===== config.mk =====
export PLATFORM = sky130hd
export DESIGN_NAME = router_fsm_flat
export DESIGN_NICKNAME = d
export VERILOG_FILES = /design/src/rtl/router_pkg.sv /design/src/rtl/router_fsm_if.sv /design/src/rtl/router_fsm.sv /design/src/flat_wrapper.sv
export SDC_FILE = /design/constraint.sdc
export NUM_CORES = 1
export LEC_CHECK = 0
export CAP_MARGIN = 15
export CORE_AREA = 3 3 40 42
export CTS_CLUSTER_DIAMETER = 50
export DETAILED_ROUTE_END_ITERATION = 8
export DIE_AREA = 0 0 43 45
export DONT_BUFFER_PORTS = 1
export HOLD_SLACK_MARGIN = 0.1
export MAX_ROUTING_LAYER = met4
export PLACE_DENSITY = 0.6
export SETUP_SLACK_MARGIN = 0.02
export SLEW_MARGIN = 20
export SYNTH_ARGS = -nofsm -noshare
export SYNTH_HDL_FRONTEND = slang
export SYNTH_SLANG_ARGS = --single-unit

===== constraint.sdc =====
create_clock -name clk -period 3.4 [get_ports clk]
set_input_delay 0.68 -clock clk [delete_from_list [all_inputs] [get_ports clk]]
set_output_delay 0.68 -clock clk [all_outputs]
set_load 0.02 [all_outputs]

===== src/rtl/router_pkg.sv =====
// rtl/router_pkg.sv - state encoding and address constants for the router packet sequencer
package router_pkg;

    typedef enum logic [2:0] {
        DECODE_ADDRESS     = 3'd0,
        LOAD_FIRST_DATA    = 3'd1,
        LOAD_DATA          = 3'd2,
        WAIT_TILL_EMPTY    = 3'd3,
        FIFO_FULL_STATE    = 3'd4,
        LOAD_AFTER_FULL    = 3'd5,
        LOAD_PARITY        = 3'd6,
        CHECK_PARITY_ERROR = 3'd7
    } state_e;

    localparam logic [1:0] ADDR_0       = 2'd0;
    localparam logic [1:0] ADDR_1       = 2'd1;
    localparam logic [1:0] ADDR_2       = 2'd2;
    localparam logic [1:0] ADDR_INVALID = 2'd3;

    // Pick one of the three per-FIFO flags; the unused address reads as 0.
    function automatic logic sel_fifo(input logic [2:0] flags, input logic [1:0] addr);
        logic r;
        case (addr)
            ADDR_0:  r = flags[0];
            ADDR_1:  r = flags[1];
            ADDR_2:  r = flags[2];
            default: r = 1'b0;
        endcase
        return r;
    endfunction

endpackage


===== src/rtl/router_fsm_if.sv =====
// rtl/router_fsm_if.sv - status inputs and control strobes between router_fsm and its neighbours
interface router_fsm_if;
    logic       pkt_valid;
    logic [1:0] data_in;
    logic       fifo_full;
    logic       fifo_empty_0;
    logic       fifo_empty_1;
    logic       fifo_empty_2;
    logic       soft_reset_0;
    logic       soft_reset_1;
    logic       soft_reset_2;
    logic       parity_done;
    logic       low_pkt_valid;
    logic       detect_add;
    logic       lfd_state;
    logic       ld_state;
    logic       laf_state;
    logic       full_state;
    logic       write_enb_reg;
    logic       rst_int_reg;
    logic       busy;
    logic [1:0] dest_addr;

    modport master (
        input  pkt_valid, data_in, fifo_full,
        input  fifo_empty_0, fifo_empty_1, fifo_empty_2,
        input  soft_reset_0, soft_reset_1, soft_reset_2,
        input  parity_done, low_pkt_valid,
        output detect_add, lfd_state, ld_state, laf_state, full_state,
        output write_enb_reg, rst_int_reg, busy, dest_addr
    );

    modport slave (
        output pkt_valid, data_in, fifo_full,
        output fifo_empty_0, fifo_empty_1, fifo_empty_2,
        output soft_reset_0, soft_reset_1, soft_reset_2,
        output parity_done, low_pkt_valid,
        input  detect_add, lfd_state, ld_state, laf_state, full_state,
        input  write_enb_reg, rst_int_reg, busy, dest_addr
    );
endinterface


===== src/rtl/router_fsm.sv =====
// rtl/router_fsm.sv - Moore sequencer driving router_reg load strobes and source back-pressure
import router_pkg::*;

module router_fsm (
    input  logic          clk,
    input  logic          resetn,
    router_fsm_if.master  bus
);

    state_e     state_q, state_d;
    logic [1:0] dest_addr_q, dest_addr_d;
    logic [2:0] fifo_empty;
    logic [2:0] soft_reset;

    assign fifo_empty = {bus.fifo_empty_2, bus.fifo_empty_1, bus.fifo_empty_0};
    assign soft_reset = {bus.soft_reset_2, bus.soft_reset_1, bus.soft_reset_0};

    always_ff @(posedge clk or negedge resetn) begin
        if (!resetn) begin
            state_q     <= DECODE_ADDRESS;
            dest_addr_q <= ADDR_0;
        end else begin
            state_q     <= state_d;
            dest_addr_q <= dest_addr_d;
        end
    end

    always_comb begin
        state_d     = state_q;
        dest_addr_d = dest_addr_q;
        case (state_q)
            DECODE_ADDRESS: begin
                if (bus.pkt_valid && bus.data_in != ADDR_INVALID) begin
                    dest_addr_d = bus.data_in;
                    state_d     = sel_fifo(fifo_empty, bus.data_in) ? LOAD_FIRST_DATA
                                                                    : WAIT_TILL_EMPTY;
                end
            end
            WAIT_TILL_EMPTY: begin
                if (sel_fifo(fifo_empty, dest_addr_q)) state_d = LOAD_FIRST_DATA;
            end
            LOAD_FIRST_DATA: state_d = LOAD_DATA;
            LOAD_DATA: begin
                if (bus.fifo_full)      state_d = FIFO_FULL_STATE;
                else if (!bus.pkt_valid) state_d = LOAD_PARITY;
            end
            FIFO_FULL_STATE: begin
                if (!bus.fifo_full) state_d = LOAD_AFTER_FULL;
            end
            LOAD_AFTER_FULL: begin
                if (bus.parity_done)        state_d = DECODE_ADDRESS;
                else if (bus.low_pkt_valid) state_d = LOAD_PARITY;
                else                        state_d = LOAD_DATA;
            end
            LOAD_PARITY: state_d = CHECK_PARITY_ERROR;
            CHECK_PARITY_ERROR: begin
                state_d = bus.fifo_full ? FIFO_FULL_STATE : DECODE_ADDRESS;
            end
            default: state_d = DECODE_ADDRESS;
        endcase

        // A timeout on our own destination FIFO abandons the packet from any state.
        if (state_q != DECODE_ADDRESS && sel_fifo(soft_reset, dest_addr_q))
            state_d = DECODE_ADDRESS;
    end

    always_comb begin
        bus.detect_add    = (state_q == DECODE_ADDRESS);
        bus.lfd_state     = (state_q == LOAD_FIRST_DATA);
        bus.ld_state      = (state_q == LOAD_DATA);
        bus.laf_state     = (state_q == LOAD_AFTER_FULL);
        bus.full_state    = (state_q == FIFO_FULL_STATE);
        bus.rst_int_reg   = (state_q == CHECK_PARITY_ERROR);
        bus.write_enb_reg = (state_q == LOAD_DATA) || (state_q == LOAD_PARITY)
                         || (state_q == LOAD_AFTER_FULL);
        bus.busy          = !((state_q == DECODE_ADDRESS) || (state_q == LOAD_DATA));
        bus.dest_addr     = dest_addr_q;
    end

endmodule


===== src/flat_wrapper.sv =====
// flat-port wrapper written by rule: the top's interface ports become plain ports
module router_fsm_flat 
  (clk, resetn, bus_pkt_valid, bus_data_in, bus_fifo_full, bus_fifo_empty_0, bus_fifo_empty_1, bus_fifo_empty_2, bus_soft_reset_0, bus_soft_reset_1, bus_soft_reset_2, bus_parity_done, bus_low_pkt_valid, bus_detect_add, bus_lfd_state, bus_ld_state, bus_laf_state, bus_full_state, bus_write_enb_reg, bus_rst_int_reg, bus_busy, bus_dest_addr);
  router_fsm_if bus_i ();
  input  logic clk;
  input  logic resetn;
  input wire logic [$bits(bus_i.pkt_valid)-1:0] bus_pkt_valid;
  input wire logic [$bits(bus_i.data_in)-1:0] bus_data_in;
  input wire logic [$bits(bus_i.fifo_full)-1:0] bus_fifo_full;
  input wire logic [$bits(bus_i.fifo_empty_0)-1:0] bus_fifo_empty_0;
  input wire logic [$bits(bus_i.fifo_empty_1)-1:0] bus_fifo_empty_1;
  input wire logic [$bits(bus_i.fifo_empty_2)-1:0] bus_fifo_empty_2;
  input wire logic [$bits(bus_i.soft_reset_0)-1:0] bus_soft_reset_0;
  input wire logic [$bits(bus_i.soft_reset_1)-1:0] bus_soft_reset_1;
  input wire logic [$bits(bus_i.soft_reset_2)-1:0] bus_soft_reset_2;
  input wire logic [$bits(bus_i.parity_done)-1:0] bus_parity_done;
  input wire logic [$bits(bus_i.low_pkt_valid)-1:0] bus_low_pkt_valid;
  output wire logic [$bits(bus_i.detect_add)-1:0] bus_detect_add;
  output wire logic [$bits(bus_i.lfd_state)-1:0] bus_lfd_state;
  output wire logic [$bits(bus_i.ld_state)-1:0] bus_ld_state;
  output wire logic [$bits(bus_i.laf_state)-1:0] bus_laf_state;
  output wire logic [$bits(bus_i.full_state)-1:0] bus_full_state;
  output wire logic [$bits(bus_i.write_enb_reg)-1:0] bus_write_enb_reg;
  output wire logic [$bits(bus_i.rst_int_reg)-1:0] bus_rst_int_reg;
  output wire logic [$bits(bus_i.busy)-1:0] bus_busy;
  output wire logic [$bits(bus_i.dest_addr)-1:0] bus_dest_addr;
  assign bus_i.pkt_valid = bus_pkt_valid;
  assign bus_i.data_in = bus_data_in;
  assign bus_i.fifo_full = bus_fifo_full;
  assign bus_i.fifo_empty_0 = bus_fifo_empty_0;
  assign bus_i.fifo_empty_1 = bus_fifo_empty_1;
  assign bus_i.fifo_empty_2 = bus_fifo_empty_2;
  assign bus_i.soft_reset_0 = bus_soft_reset_0;
  assign bus_i.soft_reset_1 = bus_soft_reset_1;
  assign bus_i.soft_reset_2 = bus_soft_reset_2;
  assign bus_i.parity_done = bus_parity_done;
  assign bus_i.low_pkt_valid = bus_low_pkt_valid;
  assign bus_detect_add = bus_i.detect_add;
  assign bus_lfd_state = bus_i.lfd_state;
  assign bus_ld_state = bus_i.ld_state;
  assign bus_laf_state = bus_i.laf_state;
  assign bus_full_state = bus_i.full_state;
  assign bus_write_enb_reg = bus_i.write_enb_reg;
  assign bus_rst_int_reg = bus_i.rst_int_reg;
  assign bus_busy = bus_i.busy;
  assign bus_dest_addr = bus_i.dest_addr;
  router_fsm u_core (.clk(clk), .resetn(resetn), .bus(bus_i));
endmodule

### Word level (Yosys, flattened, before mapping)

Cells that the tools add are included.
W data, S select, Z words.

* flip-flop bits (word level): 5
* bits in latches: 0
* RAM bits: 0
* memory bits (read-only): 0
* input port bits: 14
* output and inout port bits: 10
* logic and storage cells: 47
* memories: 0

* add/sub/neg operators: 0
* multipliers: 0
* divide/modulo/power cells: 0
* order comparisons: 0
* eq/ne operators: 16
* shifts and indexed selects: 0
* mux-type cells: 17
* bitwise logic cells: 0
* reductions and logical operators: 12

Operators by type and width (number)
* $mux W3: 9
* $pmux W3 S8: 1
* $eq A3 B3 Y1 const B: 4
* $pmux W1 S3: 3
* $eq A3 B2 Y1 const B: 2
* $ne A3 B1 Y1 const B: 2
* $eq A2 B1 Y1 const B: 2
* $eq A2 B2 Y1 const B: 2
* $logic_not A2 Y1: 2
* $ne A4 B3 Y1 const B: 1
* $reduce_and A4 Y1: 1
* $eq A3 B1 Y1 const B: 1
* $logic_not A3 Y1: 1
* $logic_or A1 B1 Y1: 3
* $mux W1: 3
* $ne A3 B2 Y1 const B: 1
* $reduce_bool A3 Y1: 1
* $logic_and A1 B1 Y1: 2
* $mux W2: 1
* $ne A2 B2 Y1 const B: 1
* $reduce_and A2 Y1: 1
* $logic_not A1 Y1: 1

### Depth between registers and ports, before layout

* depth in word-level cells: 8
* gate-level depth with buffers: 5
* gate-level depth less buffers: 4

### Worst setup path after synthesis

No wires, ideal clock.

* path type: register -> output
* start: register u_core.state_q[0]
* end: output bus_lfd_state
* arrival: 1.239 ns
* data required time: 2.720 ns
* path slack: 1.481 ns
* stages on the path, launching flop included: 4
* buffers on the path: 2
* cell sequence: dfrtp_1 -> buf_4 -> clkbuf_1 -> nor3b_1

* longest elaborated chain between the ends: 1

RTL lines
* from (decl): line router_fsm.sv:10 `state_e state_q, state_d;`
* from (signal assigned): line router_fsm.sv:23 `state_q <= state_d;`
* $eq A3 B1 Y1: line router_fsm.sv:69 `bus.lfd_state = (state_q == LOAD_FIRST_DATA);`
* to (decl): line flat_wrapper.sv:19 `output wire logic [$bits(bus_i.lfd_state)-1:0] bus_lfd_state;`

No other way between the ends.

### Worst setup path in the final report

Same ends and word-level chain as after synthesis.

==> metrics.yaml <==
setup_path:
  slowest_stage: "dfrtp_1"
  cp-start-kind: "register"
  timing.rr.start: "u_core.state_q[1]$_DFFE_PN0P_"
  end_kind: "primary output"
  arrival_ps: 1470
  crit_buf_inv: 0
  startpoint: "u_core.state_q[0]$_DFFE_PN0P_"
  critical_path_class: "register to primary output"
  crit_chain: "nor3b_1"
  critical_path.top_delay_family: "flip-flops"
  worst-endpoint-required_ps: 2720
  worstPathMaxFanout: 16
  critPathMaxStageDelay_ps: 620
routing:
  drtAntennaViolNets: 0
  drt_iter0_drc: 9
  firstDrtPassIters: 4
  avgRoutedWirePerCell_um: 13.9
  drcViolationCount: 0
  wl_mm: 1.03
  num_vias: 433
  vias_per_cell: 5.85
final_layout:
  final_core_util_pct: 40.1
  num-nets-final: 74
  multiInputGateArea_um2: 334
  final_area_um2: 515
  n_fill_cell: 138
  final_cell_mix: "6 x nand2_1, 5 x nor2_1, 5 x a21oi_1, 5 x dfrtp_1"
  final_common_cell: "nand2_1"
  antennaDiodeCount: 0
  register_area_um2: 125
  syn2layout_area_growth_pct: 3.52
  drive_gt1_share_pct: 18.6
clock_tree:
  htreeDepth: 1
  cts_buffers: 3
  cts.path.max_buffers: 2
  cts.sinks: 5
  cts_tree: "built"
  cts_hold_buffers: 0
  cts_root_buf: "clkbuf_4"
  postCtsResizedCells: 0
  clkSlewWorstSetupHoldPaths_ps: 40
  post_cts_buffers: 0
  clock_latency_ps: 240
power:
  sequentialPowerShare_pct: 33.8
  p_leak_nw: 0.209
  combPwrFrac_pct: 53.5
  clockPowerShare_pct: 12.7
  swShare_pct: 51.9
  power_density_mw_per_mm2: 1010
  p_int_uw: 251
  irDropWorstVdd_mv: 0.362
  p_switching_uw: 272
placement:
  place_congestion: 0.705
  io_buffers: 0
  dpl.hpwl_um: 832
  dp_slack_ps: 1490
  place_area_um2: 489
floorplanning:
  die_area_mm2: 0.00194
  num_rows: 13
  core_area_mm2: 0.00128
  initial_core_util_pct: 38.8
  dieWidth_um: 43
  die_y_um: 45
  pin_count: 24
synthesis:
  syn_area_um2: 498
  synthAdderAreaFrac_pct: 0
  synth_top_family_by_area: "simple AND/OR/NAND/NOR gates"
  ys_seq_elements: 5
  synthMuxAreaShare_pct: 8.54
  seq_area_frac_synth_pct: 25.1
  avgSynthCellArea_um2: 8.44
  ys_warn_count: 0
  synth_largest_area_cell: "dfrtp_1"
  synth_compound_area_share_pct: 28.4
  synthSimpleGateAreaFrac_pct: 30.2
  synth_fp_nets: 73
  synth_area_leaders: "dfrtp_1 25%, a21oi_1 5.0%, o31ai_2 5.0%"
  synth-xor-area-share_pct: 0
  synth_cells: 59
  yosysTopAreaCellShare_pct: 25.1
  synthDistinctLibCells: 34
sta:
  min_period_ps: 2150
  timing.hold.ws_ps: 138
  fin_crit_sh_pct: 63.4
  max_slew.worst_pin.slew_ps: 663
  clock.fmax_mhz: 464
  grt_setup_unrepaired: "no"
  setup_viol: 0
  finalHoldViolCount: 0
  slew_viol_final: 0
  finClkSkew_ps: 3.21
  fin_ws_ps: 1250
  slew_headroom_pct: 55.7
  tns_ps: 0
grt:
  antenna_found_initial: 0
  grt_max_degree: 17
  grt_pass1_wl_mm: 1.70
  first_global_vias: 403
  grt.overflow.total: 0
  grt_usage_pct: 11.9
hold_path:
  holdCritPathClass: "input port to asynchronous set/reset pin"
run:
  drv_cap: 0
run_status:
  outcome: "completed"
## cell type report
type / instances / area share, %
Inverter: 3 / 2.18
Sequential cell: 5 / 24.3
Clock buffer: 4 / 5.10
Tap cell: 15 / 3.64
Multi-Input combinational cell: 47 / 64.8
## sequential cells by signal, summed over array words and instances, names as in the netlist
name	cells
u_core.state_q	3
u_core.bus.dest_addr	2
## worst paths after layout
check | end | slack (ps) | cells after the start
setup / recovery | bus_lfd_state | 1250 | 1
hold / removal | u_core.state_q[2]$_DFFE_PN0P_ | 140 | 0
setup reg to reg | u_core.state_q[2]$_DFFE_PN0P_ | 1580 | 4
hold reg to reg | u_core.bus.dest_addr[1]$_DFFE_PN0P_ | 720 | 1
max in group asynchronous | u_core.bus.dest_addr[1]$_DFFE_PN0P_ | 3190 | 0
min in group clk | u_core.bus.dest_addr[1]$_DFFE_PN0P_ | 590 | 1
## power groups by stage
stage	clock [mW]	sequential, mW	combinational, mW
finish	0.0662	0.177	0.280
global route	0.0725	0.189	0.312
global placement	0	0.175	0.287
CTS	0.0691	0.176	0.285
floorplan	0	0.128	0.309
detailed placement	0	0.179	0.282
## synthesized netlist by cell type
cell	count
nor3b_1	1
a22oi_1	1
or3_4	1
nand2_1	6
nor2_1	5
o221ai_1	1
o211ai_1	1
a21o_1	1
nand2b_1	1
inv_1	2
a221oi_2	1
nor3_1	1
o21ai_0	2
clkbuf_1	1
nand4bb_1	1
mux2i_1	2
dfrtp_1	5
buf_4	1
mux2_1	2
o22a_1	1
and3_2	1
buf_6	1
a21oi_1	5
nand3b_1	3
nor3_2	1
or3b_1	1
a21boi_1	1
nor2b_1	2
o31ai_2	2
o311ai_0	1
or2_2	1
inv_2	1
buf_2	1
a221o_1	1
## logic make-up (layout without fill, tap and decap cells)
family / Yosys count / in the layout
AOI/OAI and AO/OA: 18 / 18
buffers and inverters: 7 / 7
DFF: 5 / 5
muxes: 4 / 4
and+or+nand+nor: 25 / 25
## per-stage QoR
| stage | power (mW) | instances |
|---|---|---|
| floorplan | 0.437 | 59 |
| global placement | 0.462 | 70 |
| detailed placement | 0.461 | 70 |
| CTS | 0.531 | 74 |
| global route | 0.573 | 74 |
| finish | 0.523 | 74 |
## routing by layer
layer	GRT usage [%]	wire (um)	vias up
met2	19.5	488	14
met5	-	0	-
met3	3.98	97	0
met1	13.2	442	200
li1	-	-	219
met4	5.42	0	0
Power figures use the tool's default switching activity.
